--- src/rtl/bias_add_stream_if.sv ---
// Handshake bundle for bias_add_stream: joined matmul/bias input streams and the
// biased output stream with row/tensor boundary flags.
interface bias_add_stream_if #(
  parameter int DATA_IN_WIDTH  = 16,
  parameter int BIAS_WIDTH     = 16,
  parameter int DATA_OUT_WIDTH = 16,
  parameter int PARALLELISM    = 1
);
  logic [PARALLELISM-1:0][DATA_IN_WIDTH-1:0]  data_in;
  logic                                       data_in_valid;
  logic                                       data_in_ready;
  logic [PARALLELISM-1:0][BIAS_WIDTH-1:0]     bias;
  logic                                       bias_valid;
  logic                                       bias_ready;
  logic [PARALLELISM-1:0][DATA_OUT_WIDTH-1:0] data_out;
  logic                                       data_out_valid;
  logic                                       data_out_ready;
  logic                                       data_out_row_last;
  logic                                       data_out_tensor_last;

  // Upstream sources and downstream sink view.
  modport master (
    output data_in, data_in_valid, bias, bias_valid, data_out_ready,
    input  data_in_ready, bias_ready, data_out, data_out_valid,
           data_out_row_last, data_out_tensor_last
  );

  // The bias adder itself.
  modport slave (
    input  data_in, data_in_valid, bias, bias_valid, data_out_ready,
    output data_in_ready, bias_ready, data_out, data_out_valid,
           data_out_row_last, data_out_tensor_last
  );
endinterface

--- src/rtl/bias_add_stream.sv ---
// Joins matmul output with the bias stream, adds with fixed-point alignment and saturation.
// Latency 1 cycle into a 2-entry skid buffer; input readies depend only on registered occupancy.
module bias_add_stream #(
  parameter int DATA_IN_WIDTH     = 16,
  parameter int DATA_IN_FRAC      = 6,
  parameter int BIAS_WIDTH        = 16,
  parameter int BIAS_FRAC         = 3,
  parameter int DATA_OUT_WIDTH    = 16,
  parameter int TENSOR_SIZE_DIM_0 = 32,
  parameter int TENSOR_SIZE_DIM_1 = 4,
  parameter int PARALLELISM       = 1,
  parameter int DEPTH_DIM_0       = TENSOR_SIZE_DIM_0 / PARALLELISM
) (
  input  logic              clk,
  input  logic              rst,
  bias_add_stream_if.slave  bus
);

  localparam int SHIFT  = DATA_IN_FRAC - BIAS_FRAC;
  localparam int SUM_W  = DATA_IN_WIDTH + 2;
  localparam int SAT_W  = (SUM_W > DATA_OUT_WIDTH) ? SUM_W : DATA_OUT_WIDTH + 1;
  localparam int BEAT_W = (DEPTH_DIM_0 > 1) ? $clog2(DEPTH_DIM_0) : 1;
  localparam int ROW_W  = (TENSOR_SIZE_DIM_1 > 1) ? $clog2(TENSOR_SIZE_DIM_1) : 1;

  localparam logic signed [SAT_W-1:0] OUT_MAX =
    SAT_W'($signed({1'b0, {(DATA_OUT_WIDTH-1){1'b1}}}));
  localparam logic signed [SAT_W-1:0] OUT_MIN =
    SAT_W'($signed({1'b1, {(DATA_OUT_WIDTH-1){1'b0}}}));

  if (BIAS_FRAC > DATA_IN_FRAC) begin : g_frac_check
    $error("bias_add_stream: BIAS_FRAC must not exceed DATA_IN_FRAC");
  end
  if ((TENSOR_SIZE_DIM_0 % PARALLELISM) != 0) begin : g_par_check
    $error("bias_add_stream: PARALLELISM must divide TENSOR_SIZE_DIM_0");
  end

  typedef struct packed {
    logic [PARALLELISM-1:0][DATA_OUT_WIDTH-1:0] dat;
    logic                                       row_last;
    logic                                       tensor_last;
  } entry_t;

  typedef enum logic [1:0] {
    S_EMPTY = 2'd0,
    S_ONE   = 2'd1,
    S_FULL  = 2'd2
  } occ_e;

  occ_e                                       r_occ;
  occ_e                                       w_occ_nxt;
  entry_t                                     r_head;
  entry_t                                     r_tail;
  entry_t                                     w_entry;
  logic [BEAT_W-1:0]                          r_beat;
  logic [ROW_W-1:0]                           r_row;
  logic [PARALLELISM-1:0][DATA_OUT_WIDTH-1:0] w_sat;
  logic                                       w_can_accept;
  logic                                       w_xfer;
  logic                                       w_pop;
  logic                                       w_row_last;
  logic                                       w_tensor_last;
  logic                                       w_head_ld_new;
  logic                                       w_head_ld_tail;
  logic                                       w_tail_ld;

  // Readies look only at registered occupancy, so data_out_ready never reaches them.
  assign w_can_accept       = (r_occ != S_FULL) && !rst;
  assign bus.data_in_ready  = bus.bias_valid & w_can_accept;
  assign bus.bias_ready     = bus.data_in_valid & w_can_accept;
  assign w_xfer             = bus.data_in_valid & bus.bias_valid & w_can_accept;
  assign w_pop              = (r_occ != S_EMPTY) & bus.data_out_ready;

  for (genvar i = 0; i < PARALLELISM; i++) begin : g_lane
    logic signed [DATA_IN_WIDTH:0] w_bias_al;
    logic signed [SUM_W-1:0]       w_sum;
    logic signed [SAT_W-1:0]       w_sum_x;

    assign w_bias_al = (DATA_IN_WIDTH+1)'($signed(bus.bias[i])) <<< SHIFT;
    assign w_sum     = SUM_W'($signed(bus.data_in[i])) + SUM_W'(w_bias_al);
    assign w_sum_x   = SAT_W'(w_sum);
    assign w_sat[i]  = (w_sum_x > OUT_MAX) ? DATA_OUT_WIDTH'(OUT_MAX) :
                       (w_sum_x < OUT_MIN) ? DATA_OUT_WIDTH'(OUT_MIN) :
                                             DATA_OUT_WIDTH'(w_sum_x);
  end

  assign w_row_last    = (r_beat == BEAT_W'(DEPTH_DIM_0 - 1));
  assign w_tensor_last = w_row_last && (r_row == ROW_W'(TENSOR_SIZE_DIM_1 - 1));

  always_comb begin
    w_entry             = '0;
    w_entry.dat         = w_sat;
    w_entry.row_last    = w_row_last;
    w_entry.tensor_last = w_tensor_last;
  end

  always_ff @(posedge clk) begin
    if (rst) begin
      r_beat <= '0;
      r_row  <= '0;
    end else if (w_xfer) begin
      if (w_row_last) begin
        r_beat <= '0;
        r_row  <= w_tensor_last ? '0 : r_row + 1'b1;
      end else begin
        r_beat <= r_beat + 1'b1;
      end
    end
  end

  always_ff @(posedge clk) begin
    if (rst) begin
      r_occ <= S_EMPTY;
    end else begin
      r_occ <= w_occ_nxt;
    end
  end

  // Push into FULL cannot happen because the readies are already low there.
  always_comb begin
    w_occ_nxt      = r_occ;
    w_head_ld_new  = 1'b0;
    w_head_ld_tail = 1'b0;
    w_tail_ld      = 1'b0;
    case (r_occ)
      S_EMPTY: begin
        if (w_xfer) begin
          w_occ_nxt     = S_ONE;
          w_head_ld_new = 1'b1;
        end
      end
      S_ONE: begin
        if (w_xfer && w_pop) begin
          w_head_ld_new = 1'b1;
        end else if (w_xfer) begin
          w_tail_ld = 1'b1;
          w_occ_nxt = S_FULL;
        end else if (w_pop) begin
          w_occ_nxt = S_EMPTY;
        end
      end
      S_FULL: begin
        if (w_pop) begin
          w_head_ld_tail = 1'b1;
          w_occ_nxt      = S_ONE;
        end
      end
      default: begin
        w_occ_nxt = S_EMPTY;
      end
    endcase
  end

  always_ff @(posedge clk) begin
    if (rst) begin
      r_head <= '0;
      r_tail <= '0;
    end else begin
      if (w_head_ld_new) begin
        r_head <= w_entry;
      end else if (w_head_ld_tail) begin
        r_head <= r_tail;
      end
      if (w_tail_ld) begin
        r_tail <= w_entry;
      end
    end
  end

  assign bus.data_out             = r_head.dat;
  assign bus.data_out_valid       = (r_occ != S_EMPTY);
  assign bus.data_out_row_last    = r_head.row_last;
  assign bus.data_out_tensor_last = r_head.tensor_last;

endmodule

--- src/flat_wrapper.sv ---
// flat-port wrapper written by rule: the top's interface ports become plain ports
module bias_add_stream_flat 
#(
  parameter int DATA_IN_WIDTH     = 16,
  parameter int DATA_IN_FRAC      = 6,
  parameter int BIAS_WIDTH        = 16,
  parameter int BIAS_FRAC         = 3,
  parameter int DATA_OUT_WIDTH    = 16,
  parameter int TENSOR_SIZE_DIM_0 = 32,
  parameter int TENSOR_SIZE_DIM_1 = 4,
  parameter int PARALLELISM       = 1,
  parameter int DEPTH_DIM_0       = TENSOR_SIZE_DIM_0 / PARALLELISM
)
  (clk, rst, bus_data_in, bus_data_in_valid, bus_bias, bus_bias_valid, bus_data_out_ready, bus_data_in_ready, bus_bias_ready, bus_data_out, bus_data_out_valid, bus_data_out_row_last, bus_data_out_tensor_last);
  bias_add_stream_if #(.DATA_IN_WIDTH(DATA_IN_WIDTH), .BIAS_WIDTH(BIAS_WIDTH), .DATA_OUT_WIDTH(DATA_OUT_WIDTH), .PARALLELISM(PARALLELISM)) bus_i ();
  input  logic clk;
  input  logic rst;
  input wire logic [$bits(bus_i.data_in)-1:0] bus_data_in;
  input wire logic [$bits(bus_i.data_in_valid)-1:0] bus_data_in_valid;
  input wire logic [$bits(bus_i.bias)-1:0] bus_bias;
  input wire logic [$bits(bus_i.bias_valid)-1:0] bus_bias_valid;
  input wire logic [$bits(bus_i.data_out_ready)-1:0] bus_data_out_ready;
  output wire logic [$bits(bus_i.data_in_ready)-1:0] bus_data_in_ready;
  output wire logic [$bits(bus_i.bias_ready)-1:0] bus_bias_ready;
  output wire logic [$bits(bus_i.data_out)-1:0] bus_data_out;
  output wire logic [$bits(bus_i.data_out_valid)-1:0] bus_data_out_valid;
  output wire logic [$bits(bus_i.data_out_row_last)-1:0] bus_data_out_row_last;
  output wire logic [$bits(bus_i.data_out_tensor_last)-1:0] bus_data_out_tensor_last;
  assign bus_i.data_in = bus_data_in;
  assign bus_i.data_in_valid = bus_data_in_valid;
  assign bus_i.bias = bus_bias;
  assign bus_i.bias_valid = bus_bias_valid;
  assign bus_i.data_out_ready = bus_data_out_ready;
  assign bus_data_in_ready = bus_i.data_in_ready;
  assign bus_bias_ready = bus_i.bias_ready;
  assign bus_data_out = bus_i.data_out;
  assign bus_data_out_valid = bus_i.data_out_valid;
  assign bus_data_out_row_last = bus_i.data_out_row_last;
  assign bus_data_out_tensor_last = bus_i.data_out_tensor_last;
  bias_add_stream #(.DATA_IN_WIDTH(DATA_IN_WIDTH), .DATA_IN_FRAC(DATA_IN_FRAC), .BIAS_WIDTH(BIAS_WIDTH), .BIAS_FRAC(BIAS_FRAC), .DATA_OUT_WIDTH(DATA_OUT_WIDTH), .TENSOR_SIZE_DIM_0(TENSOR_SIZE_DIM_0), .TENSOR_SIZE_DIM_1(TENSOR_SIZE_DIM_1), .PARALLELISM(PARALLELISM), .DEPTH_DIM_0(DEPTH_DIM_0)) u_core (.clk(clk), .rst(rst), .bus(bus_i));
endmodule
--- config.mk ---
export PLATFORM = sky130hd
export DESIGN_NAME = bias_add_stream_flat
export DESIGN_NICKNAME = d
export VERILOG_FILES = /design/src/rtl/bias_add_stream_if.sv /design/src/rtl/bias_add_stream.sv /design/src/flat_wrapper.sv
export SDC_FILE = /design/constraint.sdc
export NUM_CORES = 1
export LEC_CHECK = 0
export CORE_MARGIN = 5
export CORE_UTILIZATION = 57
export CTS_BUF_LIST = sky130_fd_sc_hd__clkbuf_8
export CTS_CLUSTER_DIAMETER = 50
export DETAILED_ROUTE_END_ITERATION = 6
export GPL_TIMING_DRIVEN = 0
export PLACE_DENSITY = 0.88
export SLEW_MARGIN = 5
export SYNTH_ARGS = -nofsm -noshare
export SYNTH_HDL_FRONTEND = slang
export SYNTH_SLANG_ARGS = --single-unit
export TNS_END_PERCENT = 1
--- constraint.sdc ---
create_clock -name clk -period 5 [get_ports clk]
set_input_delay 1 -clock clk [delete_from_list [all_inputs] [get_ports clk]]
set_output_delay 1 -clock clk [all_outputs]
set_load 0.01 [all_outputs]
==> summary.md <==
| Metric | Value |
|---|---|
| Post-CTS Resized | 0 |
| Sw Pwr | 0.237 mW |
| Drt drc | 0 |
| Skew final | 0.00578 ns |
| CTS H-tree depth | 2 |
| CORE AREA | 4690 µm² |
| Top cells by area, synth | dfxtp_1 (33%), a2111oi_0 (8.3%), ha_1 (7.7%) |
| Number of buffers created by CTS | 5 |
| Row count | 25 |
| Syn nets | 388 |
| Post-synthesis mux area share | 1.09% |
| Critical Path Start Type | primary input |
| Crit Path Max Fanout | 10 |
| TNS Setup | 0 ns |
| Tcrit/Tclk final | 82.0% |
| Layout cells sized above 1 | 6.33% |
| Worst IR drop on VDD | 0.000205 V |
| Critical path class | in -> reg |
| Placement Cell Area | 3360 µm² |
| Setup crit end kind | flop |
| Leakage | 1.29 nW |
| Synthesized flop and latch total | 45 |
| CTS Buffer Depth | 2 |
| Initial Util | 58.6% |
| Global-route wire length before repair | 12300 µm |
| Net Sw Frac | 28.7% |
| # setup viols final | 0 |
| Top-area cell type share of the netlist area | 32.7% |
| Post-route design area | 3460 µm² |
| Flop2flop setup slack | 2.19 ns |
| Share of total power in sequential cells | 45.3% |
| TritonCTS clock tree | done |
| Synth Area in Simple Gates | 25.5% |
| Clock root buffer | clkbuf_8 |
| Register area share after synthesis | 32.7% |
| Total chip power | 0.828 mW |
| Most common cell after layout, fill and taps aside | clkdlybuf4s50_1 |
| Final hold violations | 0 |
| PwrDens | 239 nW/µm² |
| GR Overflow Total | 0 |
| Outcome | finished, final reports clean |
| Vias in the first global route | 2683 |
| Via count | 2818 |
| Largest family of logic cells by synthesized area | simple AND/OR/NAND/NOR gates |
| Post-Synthesis Cells | 333 |
| Worst-Skew Late Latency | 0.30 ns |
| DR vias/cell | 6.28 |
| GRT Total Usage | 24.1% |
| Synth Cell Area | 2750 µm² |
| Hold wc startpoint | u_core.r_tail[1] |
| Number of synthesized flops with an enable pin | 0 |
| Reg2reg end | u_core.bus.data_out[1] |
| Final cell count without fillers | 449 |
| Diode count | 0 |
| 1st-pass router iterations | 5 |
| Initial antenna violation count | 0 |
| Clock Power Share | 30.0% |
| Yosys Warn Count | 0 |
| Die span in x | 79.5 µm |
| Placed Cells | 441 |
| Worst Hold Class | reg -> reg |
| Setup Buffers After CTS | 0 |
| Crit path time final | 4.10 ns |
| Register clock-pin slew on the reported worst setup and hold paths | 0.08 ns |
| Initial drt markers | 218 |
| Wirelength, routed | 7320 µm |
| Quantity of hold-fixing buffers added after cts | 0 |
| Final ANT Viol Nets | 0 |
| Hold worst-path end | u_core.r_tail[1] |
| CP required | 5.17 ns |
| Port Buffer Count | 54 |
| Internal power | 0.591 mW |
| Combinational Power Share | 24.7% |
| DR WL/cell | 16.3 µm |
| RSZ-0062 raised after global routing | false |
| Synth unique cells | 54 |
| Most frequent cells in the layout | clkdlybuf4s50_1 (54), nand2_1 (47), dfxtp_1 (45) |
| Tightest Pin Transition | 0.702 ns |
| Hold depth | 2 |
| Asr flop ratio synth | 0% |
| CTS Sinks | 45 |
| Final #Nets | 449 |
| Max cap viols | 0 |
| Routability cong. | 0.835 |
| I/O Pins | 58 |
| DP Wirelength | 5370 µm |
| Full die area | 6320 µm² |
| Critical Path AT | 4.27 ns |
| Fin. max-slew vios | 0 |
| Area Growth Syn to Fin | 25.8% |
| Peak Freq | 244 MHz |
| Syn avg cell area | 8.26 µm² |
| Post-Synth Adder-Cell Area | 8.46% |
| Die Ht | 79.5 µm |
| Largest net degree at the start of global routing | 14 |
| Area leader, netlist | dfxtp_1 |
| Reg2Reg Depth | 9 |
| Most common flop cell mapped by yosys | dfxtp_1 |
| Synth Area in XOR/XNOR | 2.55% |
| Reg2reg start | u_core.r_occ[1] |
| Max_slew headroom | 53.0% |
| Complex-gate fraction of the synthesized area | 25.2% |
## sequential cells by signal, summed over array words and instances (netlist names)
| register | flops |
|---|---|
| u_core.bus.data_out | 16 |
| u_core.r_row | 2 |
| u_core.bus.data_out_tensor_last | 1 |
| u_core.r_tail | 18 |
| u_core.r_occ | 2 |
| u_core.bus.data_out_row_last | 1 |
| u_core.r_beat | 5 |
## worst max-delay path, cell delays in order
cell	delay (ns)
clkdlybuf4s50_1	0.41
ha_1	0.23
fa_1	0.44
a211oi_2	0.24
o21ai_2	0.15
o211a_1	0.32
or4_1	0.48
o211a_1	0.19
nor3_2	0.36
buf_2	0.31
a2111oi_0	0.13
## metal layers
| metal | GRT usage (%) | part of all wire (%) |
|---|---|---|
| met5 | 0 | 0 |
| met4 | 6.87 | 1.1 |
| met3 | 4.74 | 6.9 |
| met2 | 41.1 | 49 |
| met1 | 30.6 | 43 |
## Yosys cell counts, types with 3 or more instances
library cell and count:
and2_1 4, mux2i_1 3, xor2_1 4, inv_1 10, a2111oi_0 26, o211ai_1 4
a21oi_1 18, dfxtp_1 45, nand3_1 9, or3_1 3, and3_1 19, nand2_1 47
nor3_1 10, nor3_2 3, nor2_1 34, o21ai_0 5, ha_1 17, clkbuf_1 13
a21o_1 5, xnor2_1 4
## power by group through the flow
stage	combinational [mW]	sequential, mW	clock, mW
after floorplan	0.121	0.386	0
after global placement	0.197	0.383	0
after detailed placement	0.201	0.383	0
after CTS	0.203	0.375	0.248
after global routing	0.225	0.377	0.266
final	0.204	0.375	0.249
## cells by family (layout without fill, tap and decap cells)
group | Yosys count | count (layout)
compound gates | 87 | 87
xor+xnor | 8 | 8
mux | 3 | 3
flops | 45 | 45
fa+ha+maj | 18 | 18
simple gates | 144 | 144
buf+inv | 28 | 90
## layout make-up
type | instances | area (µm²)
flip-flops and latches | 45 | 901
clock buffers | 7 | 96.3
repair buffers | 54 | 541
inverters | 10 | 37.5
fillers | 353 | 1230
well taps | 54 | 67.6
multi-input cells | 260 | 1730
plain buffers | 18 | 85.1
clock inverters | 1 | 5.00
## worst max-delay path by stage
stage / from / endpoint / cells after the start
floorplan: bus_bias[0] / u_core.bus.data_out[14] / 10
global placement: bus_bias[0] / u_core.bus.data_out[12] / 11
detailed placement: bus_bias[0] / u_core.bus.data_out[11] / 11
CTS: bus_bias[0] / u_core.bus.data_out[11] / 11
global route: bus_bias[0] / u_core.bus.data_out[5] / 11
finish: bus_bias[0] / u_core.bus.data_out[10] / 11
## metrics by stage
step | util (%) | setup slack [ns] | hold WS [ns]
final | 73.8 | 0.898 | 0.471
after global routing | 73.8 | 0.736 | 0.483
after CTS | 73.8 | 0.928 | 0.466
after detailed placement | 71.6 | 0.640 | 0.451
after global placement | 71.6 | 0.735 | 0.446
after floorplan | - | 1.48 | 0.436
Note: power is estimated with default switching activity, not from simulation.
==> edit (config.mk and constraints unchanged) <==
Re-encode `occ_e` (3 values) as one-hot, 3 bits wide.
--- a/src/rtl/bias_add_stream.sv
+++ b/src/rtl/bias_add_stream.sv
@@ -41,8 +41,8 @@
   } entry_t;
 
-  typedef enum logic [1:0] {
-    S_EMPTY = 2'd0,
-    S_ONE   = 2'd1,
-    S_FULL  = 2'd2
+  typedef enum logic [2:0] {
+    S_EMPTY = 3'b001,
+    S_ONE   = 3'b010,
+    S_FULL  = 3'b100
   } occ_e;
 
Formal check against the unedited RTL: no difference found for any inputs over 10 cycles, from zero or initial values and one cycle with rst high; not proved beyond that.
==> edit against the original RTL <==
- final cell count is 7.3% higher
- setup slack worse by 0.39 ns
- final area is 3.3% higher
- largest cell class unchanged
- via count is 10% higher
- total power is 16% higher
- routed wire length is 10% higher
- sequential cell count is 1 higher
- non-clock buffer count stayed put
- fmax is 8.7% lower
- count of clock-buffer cells in the layout is 2 lower
- synthesized area is 3.3% higher
- highest routed layer unchanged
- critical path type unchanged
- the run now ends with DRC left
- first-iteration DRC count is 41% higher
==> edit: results (changes against the original RTL) <==
Power
  • Part of the power in registers: 41.2% (-4.1 points)
  • Peak VDD IR: 141 uV (-31%)
  • Clock Power: 0.000278 W (+12%)
  • Leakage: 1.41 nW (+8.8%)
  • Sequential power: 0.000395 W (+5.3%)
  • Switching Share: 31.1% (+2.4 points)

Worst setup path
  • Crit-path max cell delay: 0.66 ns (+0.18 ns)
  • R2r setup slk: 1.99 ns (-0.20 ns)
  • Arrival @ worst endpoint: 4.63 ns (+0.36 ns)
  • Worst R2R Start: u_core.r_occ[2]
  • Max stage delay cell, worst path: o21ai_0

GRT
  • Vias in the first global route: 2880 (+7.3%)
  • Largest net degree at the start of global routing: 15 (+1)
  • First-pass GRT wire length: 12.9 mm (+4.7%)
  • Total Routing Usage GR: 25.0% (+0.90 points)

Final layout
  • Layout buffering overhead excluding clock cells: 17.2% (-0.86 points)
  • Logic inverters: 8 (-2)
  • Area Growth Syn to Fin: 25.8% (about the same)
  • Multi-input combinational area share: 50.8% (+0.88 points)
  • Layout cells sized above 1: 5.30% (-1.0 points)
  • Filler instances: 391 (+11%)
  • Layout Nets: 469 (+4.5%)
  • Clock Network Area Fraction: 3.04% (+0.12 points)
  • FF/Latch Area: 921 um2 (+2.2%)
  • Finished Layout Cells: 482 (+7.3%)
  • Multi-input gate count: 281 (+8.1%)

Drt
  • Starting DRT DRC Count: 307 (+41%)
  • Post-route DRC: 1 (+1)
  • WL per Instance: 16.7 um (+2.7%)

Logic synthesis
  • Syn Area/Cell: 8.05 um2 (-2.5%)
  • Syn Nets: 408 (+5.2%)
  • Top cells by count, synth: 46 x dfxtp_1, 37 x a21oi_1, 34 x nor2_1
  • Register area share after synthesis: 32.4% (-0.35 points)

Place
  • Gp weighted congestion: 0.899 (+7.7%)
  • DP HPWL: 5.92 mm (+10%)
  • Post-Place Setup Slack: 0.273 ns (-0.367 ns)

Die
  • DIE AREA: 6500 um2 (+2.9%)

Run status
  • Outcome: complete, but fails checks
  • Failing checks: DRC

Timing
  • Worst Max-Slew Pin Slew: 0.787 ns (+0.0852 ns)
  • Clk_skew: 0.00446 ns (-0.00132 ns)

Min path
  • Hold Crit Start: u_core.bus.data_out_row_last
  • Worst Hold Endpoint: u_core.bus.data_out_row_last

Clock network
  • H-tree levels: 2 (unchanged)
edit: cells by family (layout without fill, tap and decap cells):
family	count (synthesis)	after routing	synth area share [%]
xor+xnor	9	9	2.77
mux	3	3	1.10
simple gates	119	119	20.6
buf+inv	26	88	3.70
fa+ha+maj	18	18	8.19
flops	46	46	32.4
compound gates	132	132	31.3
edit: layer usage:
metal,vias up,global-route usage (%),routed length (um)
met2,186,43.2,3870
met3,21,3.59,724
met5,-,0,0
met4,0,10.6,156
li1,1452,-,-
met1,1450,30.6,3320
edit: worst max path at each step:
stage / slack, ns / cells past startpoint / startpoint / to
floorplan: 1.29 / 9 / bus_bias[0] / u_core.r_tail[3]
global placement: 0.36 / 10 / bus_bias[0] / u_core.r_tail[11]
detailed placement: 0.27 / 10 / bus_bias[0] / u_core.r_tail[13]
CTS: 0.57 / 10 / bus_bias[0] / u_core.r_tail[13]
global route: 0.40 / 10 / bus_bias[0] / u_core.r_tail[13]
finish: 0.51 / 10 / bus_bias[0] / u_core.r_tail[13]
